`config.mk`:
```
export PLATFORM = sky130hd
export DESIGN_NAME = fetch_queue
export DESIGN_NICKNAME = d
export VERILOG_FILES = /design/src/rtl/fetch_queue.sv
export SDC_FILE = /design/constraint.sdc
export NUM_CORES = 1
export LEC_CHECK = 0
export CORE_MARGIN = 2
export CORE_UTILIZATION = 58
export CTS_BUF_LIST = sky130_fd_sc_hd__clkbuf_2 sky130_fd_sc_hd__clkbuf_4 sky130_fd_sc_hd__clkbuf_8
export CTS_CLUSTER_SIZE = 20
export DETAILED_ROUTE_END_ITERATION = 12
export GPL_TIMING_DRIVEN = 0
export MAX_ROUTING_LAYER = met4
export PLACE_DENSITY = 0.82
export SLEW_MARGIN = 20
export SYNTH_ARGS = -nofsm -noshare
export SYNTH_HDL_FRONTEND = slang
export SYNTH_SLANG_ARGS = --single-unit
```
`constraint.sdc`:
```
create_clock -name clk -period 3.6 [get_ports clk]
set_clock_uncertainty 0.2 [all_clocks]
set_input_delay 0.54 -clock clk [delete_from_list [all_inputs] [get_ports clk]]
set_output_delay 0.54 -clock clk [all_outputs]
set_load 0.05 [all_outputs]
```
`src/rtl/fetch_queue.sv`:
```
`default_nettype none
// ============================================================================
// Module   : fetch_queue
// Brief    : Instruction prefetch queue with a single-outstanding memory
//            request FSM, redirect flush and halt freeze.
// Revision : 1.0 - initial release
// ============================================================================
module fetch_queue #(
    parameter int unsigned DEPTH    = 4,
    parameter logic [31:0] RESET_PC = 32'h00000000
) (
    input  logic                     clk,
    input  logic                     rst,
    output logic                     imem_req,
    output logic [31:0]              imem_addr,
    input  logic                     imem_ack,
    input  logic [31:0]              imem_rdata,
    input  logic                     redirect,
    input  logic [31:0]              redirect_pc,
    input  logic                     halt,
    output logic                     inst_valid,
    output logic [31:0]              inst,
    output logic [31:0]              inst_pc,
    input  logic                     inst_ready,
    output logic [$clog2(DEPTH):0]   count
);

    localparam int unsigned    c_AW       = $clog2(DEPTH);
    localparam logic [31:0]    c_NOP      = 32'h00000013;
    localparam logic [c_AW:0]  c_DEPTH    = DEPTH[c_AW:0];
    localparam logic [c_AW:0]  c_CNT_ONE  = 1;
    localparam logic [c_AW-1:0] c_PTR_ONE = 1;

    localparam logic [1:0] c_S_IDLE = 2'd0;
    localparam logic [1:0] c_S_WAIT = 2'd1;
    localparam logic [1:0] c_S_KILL = 2'd2;

    logic [1:0]      r_state;
    logic [1:0]      w_state_nxt;
    logic [31:0]     r_fetch_pc;
    logic [31:0]     w_fetch_pc_nxt;
    logic            r_imem_req;
    logic            w_req_nxt;
    logic [31:0]     r_imem_addr;
    logic [31:0]     w_addr_nxt;
    logic [c_AW-1:0] r_wr_ptr;
    logic [c_AW-1:0] r_rd_ptr;
    logic [c_AW:0]   r_count;
    logic [c_AW:0]   w_count_nxt;
    logic [31:0]     r_pc_mem   [DEPTH];
    logic [31:0]     r_inst_mem [DEPTH];

    logic            w_ack;
    logic            w_push;
    logic            w_pop;
    logic [31:0]     w_target;
    logic [31:0]     w_pc_inc;
    logic            w_unused;

    assign w_target = {redirect_pc[31:2], 2'b00};
    assign w_unused = ^redirect_pc[1:0];
    assign w_pc_inc = r_fetch_pc + 32'd4;
    assign w_ack    = r_imem_req & imem_ack;
    // A pop coinciding with a redirect is discarded along with the flush.
    assign w_pop    = inst_valid & inst_ready & ~redirect;
    assign w_push   = (r_state == c_S_WAIT) & w_ack & ~redirect;

    always_comb begin
        w_count_nxt = r_count;
        if (redirect) begin
            w_count_nxt = '0;
        end else if (w_push && !w_pop) begin
            w_count_nxt = r_count + c_CNT_ONE;
        end else if (!w_push && w_pop) begin
            w_count_nxt = r_count - c_CNT_ONE;
        end
    end

    always_comb begin
        w_state_nxt    = r_state;
        w_fetch_pc_nxt = r_fetch_pc;
        w_req_nxt      = r_imem_req;
        w_addr_nxt     = r_imem_addr;
        case (r_state)
            c_S_IDLE: begin
                if (redirect) begin
                    w_fetch_pc_nxt = w_target;
                end
                // A redirect empties the queue, so there is always room for it.
                if (!halt && (redirect || (r_count < c_DEPTH))) begin
                    w_req_nxt   = 1'b1;
                    w_addr_nxt  = redirect ? w_target : r_fetch_pc;
                    w_state_nxt = c_S_WAIT;
                end
            end
            c_S_WAIT: begin
                if (redirect) begin
                    w_fetch_pc_nxt = w_target;
                    if (w_ack) begin
                        w_req_nxt   = 1'b0;
                        w_state_nxt = c_S_IDLE;
                    end else begin
                        w_state_nxt = c_S_KILL;
                    end
                end else if (w_ack) begin
                    w_fetch_pc_nxt = w_pc_inc;
                    if (!halt && (w_count_nxt < c_DEPTH)) begin
                        w_addr_nxt = w_pc_inc;
                    end else begin
                        w_req_nxt   = 1'b0;
                        w_state_nxt = c_S_IDLE;
                    end
                end
            end
            c_S_KILL: begin
                if (redirect) begin
                    w_fetch_pc_nxt = w_target;
                end
                if (w_ack) begin
                    w_req_nxt   = 1'b0;
                    w_state_nxt = c_S_IDLE;
                end
            end
            default: begin
                w_req_nxt   = 1'b0;
                w_state_nxt = c_S_IDLE;
            end
        endcase
    end

    always_ff @(posedge clk or negedge rst) begin
        if (!rst) begin
            r_state     <= c_S_IDLE;
            r_fetch_pc  <= RESET_PC;
            r_imem_req  <= 1'b0;
            r_imem_addr <= RESET_PC;
            r_wr_ptr    <= '0;
            r_rd_ptr    <= '0;
            r_count     <= '0;
        end else begin
            r_state     <= w_state_nxt;
            r_fetch_pc  <= w_fetch_pc_nxt;
            r_imem_req  <= w_req_nxt;
            r_imem_addr <= w_addr_nxt;
            r_count     <= w_count_nxt;
            if (redirect) begin
                r_wr_ptr <= '0;
                r_rd_ptr <= '0;
            end else begin
                if (w_push) begin
                    r_wr_ptr <= r_wr_ptr + c_PTR_ONE;
                end
                if (w_pop) begin
                    r_rd_ptr <= r_rd_ptr + c_PTR_ONE;
                end
            end
        end
    end

    // Payload storage carries no reset; validity is tracked by r_count alone.
    always_ff @(posedge clk) begin
        if (w_push) begin
            r_pc_mem[r_wr_ptr]   <= r_fetch_pc;
            r_inst_mem[r_wr_ptr] <= imem_rdata;
        end
    end

    assign imem_req   = r_imem_req;
    assign imem_addr  = r_imem_addr;
    assign count      = r_count;
    assign inst_valid = (r_count != '0);
    assign inst       = inst_valid ? r_inst_mem[r_rd_ptr] : c_NOP;
    assign inst_pc    = inst_valid ? r_pc_mem[r_rd_ptr] : 32'h00000000;

endmodule
`default_nettype wire

```
==> results of run 1 <==
-- logic make-up (layout without fill, tap and decap cells) --
kind of cell / count (synthesis) / count (layout) / synth area share, %
xor+xnor: 7 / 7 / 0.423
flops: 330 / 330 / 65.8
buf+inv: 91 / 361 / 2.80
mux: 105 / 105 / 13.4
compound gates: 183 / 183 / 7.63
fa+ha+maj: 8 / 8 / 0.691
simple gates: 244 / 244 / 9.19
-- flip-flops by register name, summed over array words and instances, names as in the netlist --
signal	flops
count	3
imem_addr	32
imem_req	1
r_fetch_pc	32
r_inst_mem	128
r_pc_mem	128
r_rd_ptr	2
r_state	2
r_wr_ptr	2
-- power groups by stage --
| stage | registers, mW | clock network, mW | logic, mW |
|---|---|---|---|
| after floorplan | 5.79 | 0 | 3.99 |
| after global placement | 5.29 | 0 | 6.59 |
| after detailed placement | 5.31 | 0 | 6.66 |
| after CTS | 5.24 | 3.53 | 6.54 |
| after global routing | 5.33 | 3.70 | 6.91 |
| final | 5.26 | 3.49 | 6.53 |
-- metal layers --
metal	routed length, um	share of wire [%]
met1	15000	42
met2	17400	49
met3	2740	7.7
met4	605	1.7
met5	0	0
-- Yosys cell counts, types with 8 or more instances --
cell,count
a21oi_1,65
a31oi_1,8
and2_1,72
and3_1,11
clkbuf_1,45
dfrtp_1,74
edfxtp_1,256
ha_1,8
inv_1,25
mux2_4,18
mux2i_1,20
mux4_2,64
nand2_1,39
nand3_1,23
nand4_1,12
nor2_1,46
nor3_1,13
o21ai_0,48
o22ai_1,21
-- worst max path at each step --
stage,slack (ns),cells after the start,startpoint,to
after floorplan,0.02,3,imem_req,r_inst_mem[1][0]
after global placement,-1.59,4,imem_ack,r_pc_mem[0][13]
final,0.11,4,r_rd_ptr[0],inst[4]
after CTS,0.001,7,count[0],inst_pc[12]
after global routing,0.004,7,count[0],inst_pc[19]
after detailed placement,-0.20,5,r_rd_ptr[0],inst_pc[2]
-- cell usage in the layout, fill, tap and decap left out, drive strengths merged, types with 6 or more instances in the layout --
cell and count:
clkdlybuf4s50 104, clkdlybuf4s15 14, o21ai 48, a21oi 66
mux2i 20, dlygate4sd2 24, o22ai 21, buf 27
and4 6, clkinv 13, and2 72, clkbuf 142
o221ai 6, dfrtp 74, a211oi 7, nand4 12
nor3 13, mux4 64, ha 8, nand2 39
nor2 46, nand3 23, mux2 21, a31oi 8
and3 11, edfxtp 256, inv 27
-- timing repair --
| item | in CTS | in global routing |
|---|---|---|
| setup buffers | 0 | 3 |
| hold buffers | 1 | 0 |
| endpoints found under the setup margin | 65 | 61 |
| endpoints found under the hold margin | 26 | 0 |
| gates resized for setup | 104 | 54 |
-- final cells by class --
| type | instances | area (um2) | share of cell area [%] |
|---|---|---|---|
| plain buffers | 64 | 344 | 1.93 |
| repair buffers | 176 | 1700 | 9.54 |
| flip-flops and latches | 330 | 9540 | 53.6 |
| clock inverters | 21 | 241 | 1.36 |
| inverters | 26 | 101 | 0.569 |
| well taps | 324 | 405 | 2.28 |
| multi-input cells | 547 | 4550 | 25.6 |
| clock buffers | 74 | 925 | 5.19 |
==> results.sh, run 1 <==
export IMPL_r2r_start="count[0]"
export IMPL_syn_to_final_growth_pct=22.9
export IMPL_rsz0062_at_grt="false"
export IMPL_die_w_um=162
export IMPL_tightest_slew_ns=0.848
export IMPL_layout_drive_gt1_share_pct=20.9
export IMPL_synth_top_area_share_pct=53.1
export IMPL_initial_core_util_pct=59.4
export IMPL_drt_initial_drc_count=1001
export IMPL_cp_start_kind="flip-flop"
export IMPL_routed_wl_um=35700
export IMPL_clk_latency_ns=0.59
export IMPL_clkSlewWorstSetupHoldPaths_ns=0.07
export IMPL_p_leak_nw=6.43
export IMPL_clockBufferDepth=3
export IMPL_synth_area_leaders="edfxtp_1 53%, dfrtp_1 13%, mux4_2 9.9%"
export IMPL_cp_top_family="buffers and inverters"
export IMPL_p_int_mw=9.10
export IMPL_wl_per_cell_um=22.9
export IMPL_grt_first_pass_wirelength_um=55400
export IMPL_ys_seq_area_share_pct=65.8
export IMPL_power_share_sequential_pct=34.4
export IMPL_final_cell_area_um2=17800
export IMPL_route_detailed_drc=0
export IMPL_avgSynthCellArea_um2=15.0
export IMPL_syn_nets=1046
export IMPL_die_h_um=162
export IMPL_place_gp_congestion=0.952
export IMPL_track_usage_pct=28.5
export IMPL_max_stage_delay_ns=0.71
export IMPL_synth_main_ff_cell="edfxtp_1"
export IMPL_rrSetupSlack_ns=0.27
export IMPL_synth_largest_area_cell="edfxtp_1"
export IMPL_fin_crit_sh_pct=97.1
export IMPL_met2_usage_pct=44.7
export IMPL_maxSlewHeadroom_pct=43.1
export IMPL_crit_buf_inv=2
export IMPL_rows=57
export IMPL_critical_path_class="flip-flop to output port"
export IMPL_hold_viol=0
export IMPL_required_ns=2.86
export IMPL_power_switching_mw=6.18
export IMPL_cts_tree="yes"
export IMPL_min_path_type="input pin to asynchronous set/reset pin"
export IMPL_fin_setup_tns_ns=0
export IMPL_grt_pass1_vias=9698
export IMPL_clkSinkCount=330
export IMPL_core_area_um2=24400
export IMPL_drv_slew=0
export IMPL_async_flop_share_pct=22.4
export IMPL_vias=9524
export IMPL_cp_cell_sequence="buf_4 > mux4_2 > or2_2 > clkdlybuf4s50_1"
export IMPL_path_max_fanout=10
export IMPL_timing_hold_ws_ns=0.243
export IMPL_worst_r2r_cell_count=12
export IMPL_gr_usage_met3_pct=5.16
export IMPL_swShare_pct=40.4
export IMPL_period_minus_slack_ns=3.49
export IMPL_fmax_mhz=286
export IMPL_power_frac_clock_pct=22.9
export IMPL_peakVddDrop_uv=649
export IMPL_cp_end_kind="output port"
export IMPL_viasPerCell=6.10
export IMPL_synth_seq_cells=330
export IMPL_p_per_area_nw_per_um2=858
export IMPL_fillers=1549
export IMPL_ant_nets=0
export IMPL_clockRootBuffer="clkbuf_8"
export IMPL_setup_slack_ns=0.106
export IMPL_fin_cells=1562
export IMPL_r2r_end="imem_addr[25]"
export IMPL_final_net_count=1274
export IMPL_synth_edf_count=256
export IMPL_setup_viol=0
export IMPL_status="complete, no violations"
export IMPL_use_met1_pct=39.5
export IMPL_synthCells=968
export IMPL_p_comb_share_pct=42.7
export IMPL_dr_pass1_iters=7
export IMPL_ios=171
export IMPL_grt_ovfl_total=0
export IMPL_cts_buffers=51
export IMPL_htreeDepth=2
export IMPL_top_usage_layer="met2"
export IMPL_cp_arrival_ns=2.75
export IMPL_hpwl_um=23700
export IMPL_antenna_found_initial=0
export IMPL_diodes=0
export IMPL_worst_path_max_delay_cell="clkdlybuf4s50_1"
export IMPL_syn_area_um2=14500
export IMPL_placed_area_um2=16700
export IMPL_drv_cap=0
export IMPL_dp_cells=1464
export IMPL_io_buffers=167
export IMPL_dp_slack_ns=-0.198
export IMPL_synth_distinct_cells=56
export IMPL_grt_max_degree=49
export IMPL_ys_warn_count=0
export IMPL_postLayoutCoreUtil_pct=73.0
export IMPL_fp_dieArea_um2=26300
export IMPL_finalPower_mw=15.3
Note: power is estimated with default switching activity, not from simulation.
==> run 2: changes to the inputs <==
Settings changed: CORE_UTILIZATION 58 to 60, PLACE_DENSITY 0.82 to 0.85.
Clock period 3.6 ns to 4.3 ns, I/O delays scaled along.
==> results.sh, run 2 (synthesis gave the netlist of run 1 again) <==
export IMPL_drv_slew=0
export IMPL_layout_commonest_cell="edfxtp_1"
export IMPL_routed_wl_um=35200
export IMPL_grt_first_pass_wirelength_um=54600
export IMPL_final_net_count=1271
export IMPL_peakVddDrop_uv=526
export IMPL_drt_initial_drc_count=989
export IMPL_r2r_end="imem_addr[28]"
export IMPL_path_common_cell="clkbuf_1"
export IMPL_tightest_slew_ns=0.862
export IMPL_fp_dieArea_um2=25400
export IMPL_worst_path_max_delay_cell="clkdlybuf4s50_1"
export IMPL_clk_latency_ns=0.59
export IMPL_cp_end_kind="output port"
export IMPL_hold_viol=0
export IMPL_syn_to_final_growth_pct=22.9
export IMPL_largestRegisters="r_inst_mem (128), r_pc_mem (128)"
export IMPL_drv_cap=0
export IMPL_clockBufferDepth=3
export IMPL_final_cell_area_um2=17800
export IMPL_cts_tree="yes"
export IMPL_hpwl_um=23700
export IMPL_setup_slack_ns=0.149
export IMPL_cp_arrival_ns=3.31
export IMPL_clkSinkCount=330
export IMPL_rrSetupSlack_ns=1.13
export IMPL_vias=9585
export IMPL_worstSetupEndpoint="inst_pc[19]"
export IMPL_ant_nets=0
export IMPL_final_cell_mix="256 x edfxtp_1, 164 x clkdlybuf4s50_1, 74 x dfrtp_1"
export IMPL_clockRootBuffer="clkbuf_8"
export IMPL_max_stage_delay_ns=0.71
export IMPL_p_per_area_nw_per_um2=715
export IMPL_cp_start_kind="flip-flop"
export IMPL_fin_setup_tns_ns=0
export IMPL_core_area_um2=23600
export IMPL_viasPerCell=6.16
export IMPL_antenna_found_initial=0
export IMPL_placed_area_um2=16700
export IMPL_ff_latch_area_um2=9540
export IMPL_htreeDepth=2
export IMPL_clkSlewWorstSetupHoldPaths_ns=0.06
export IMPL_wl_per_cell_um=22.6
export IMPL_cts_buffers=51
export IMPL_ios=171
export IMPL_layout_drive_gt1_share_pct=16.9
export IMPL_path_max_fanout=10
export IMPL_fmax_mhz=241
export IMPL_die_w_um=159
export IMPL_cp_cell_sequence="clkbuf_1 > clkbuf_1 > mux4_2 > and2_1 > clkdlybuf4s50_1"
export IMPL_status="complete, no violations"
export IMPL_fillers=1418
export IMPL_dp_slack_ns=0.380
export IMPL_fin_crit_sh_pct=96.5
export IMPL_critical_path_class="flip-flop to output port"
export IMPL_maxSlewHeadroom_pct=42.5
export IMPL_die_h_um=159
export IMPL_route_detailed_drc=0
export IMPL_p_leak_nw=6.21
export IMPL_worst_r2r_cell_count=7
export IMPL_crit_start="r_rd_ptr[1]"
export IMPL_initial_core_util_pct=61.4
export IMPL_setup_viol=0
export IMPL_rows=56
export IMPL_rsz0062_at_grt="false"
export IMPL_dr_pass1_iters=5
export IMPL_multi_input_area_um2=4550
export IMPL_grt_max_degree=51
export IMPL_r2r_start="r_fetch_pc[2]"
export IMPL_track_usage_pct=28.8
export IMPL_cts_setup_buffers=0
export IMPL_place_gp_congestion=0.989
export IMPL_period_minus_slack_ns=4.15
export IMPL_required_ns=3.45
export IMPL_grt_pass1_vias=9619
export IMPL_finalPower_mw=12.7
export IMPL_grt_ovfl_total=0
export IMPL_min_path_type="flip-flop to flip-flop"
export IMPL_postLayoutCoreUtil_pct=75.4
export IMPL_io_buffers=167
## run 2: cell types whose count changed in the layout (fill, tap and decap cells not counted), sizes merged, moves of 2 or more
cell / previous run / this run
dlygate4sd2: 24 / 0
clkdlybuf4s15: 14 / 1
clkdlybuf4s50: 104 / 164
clkinv: 13 / 11
bufinv: 5 / 1
clkbuf: 142 / 127
buf: 27 / 23
## run 2: final cells by class
class | count | share of cell area (%)
plain buffers | 64 | 1.80
clock inverters | 15 | 0.576
multi-input cells | 547 | 25.6
inverters | 26 | 0.548
flip-flops and latches | 330 | 53.6
diodes | 1 | 0.0141
clock buffers | 81 | 5.56
well taps | 319 | 2.24
repair buffers | 173 | 10.1
## run 2: timing repair
item / CTS / global route
hold buffers: 1 / 0
hold endpoints to repair: 24 / 0
resized for setup: 2 / 10
setup endpoints to repair: 50 / 22
## run 2: critical path, delay by kind of cell, from the launching register on
family / cells / cell delay [ns]
buf+inv: 3 / 1.83
mux: 1 / 0.41
flops: 1 / 0.34
simple gates: 1 / 0.17
## run 2: metrics by stage
stage,hold slack (ns),instances
floorplan,0.149,968
global placement,0.295,1454
CTS,0.325,1555
finish,0.318,1556
detailed placement,0.294,1459
global route,0.342,1555
## run 2: how the worst min path moves through the flow
stage                              start              end  slack (ns)  cells past startpoint
after floorplan                      rst         count[0]        0.15                      0
after global placement    r_fetch_pc[27]  r_pc_mem[2][27]        0.29                      0
after detailed placement    imem_addr[6]     imem_addr[6]        0.29                      1
after CTS                   imem_addr[6]     imem_addr[6]        0.32                      1
after global routing       imem_addr[18]    imem_addr[18]        0.34                      1
final                       imem_addr[8]     imem_addr[8]        0.32                      2
## run 2: where the power goes
| part | total [mW] | switching (mW) | internal [mW] | leakage, nW |
|---|---|---|---|---|
| clock | 2.71 | 1.19 | 1.52 | 0.572 |
| sequential | 4.41 | 0.453 | 3.96 | 3.17 |
| combinational | 5.62 | 3.50 | 2.11 | 2.47 |
| total | 12.7 | 5.14 | 7.59 | 6.21 |
## run 2: per-layer routing
metal | wire (um) | GRT usage [%] | up-vias
li1 | - | - | 4210
met1 | 14500 | 39.6 | 4808
met2 | 17200 | 45.3 | 518
met3 | 2860 | 5.11 | 49
met4 | 581 | 7.52 | 0
met5 | 0 | - | -
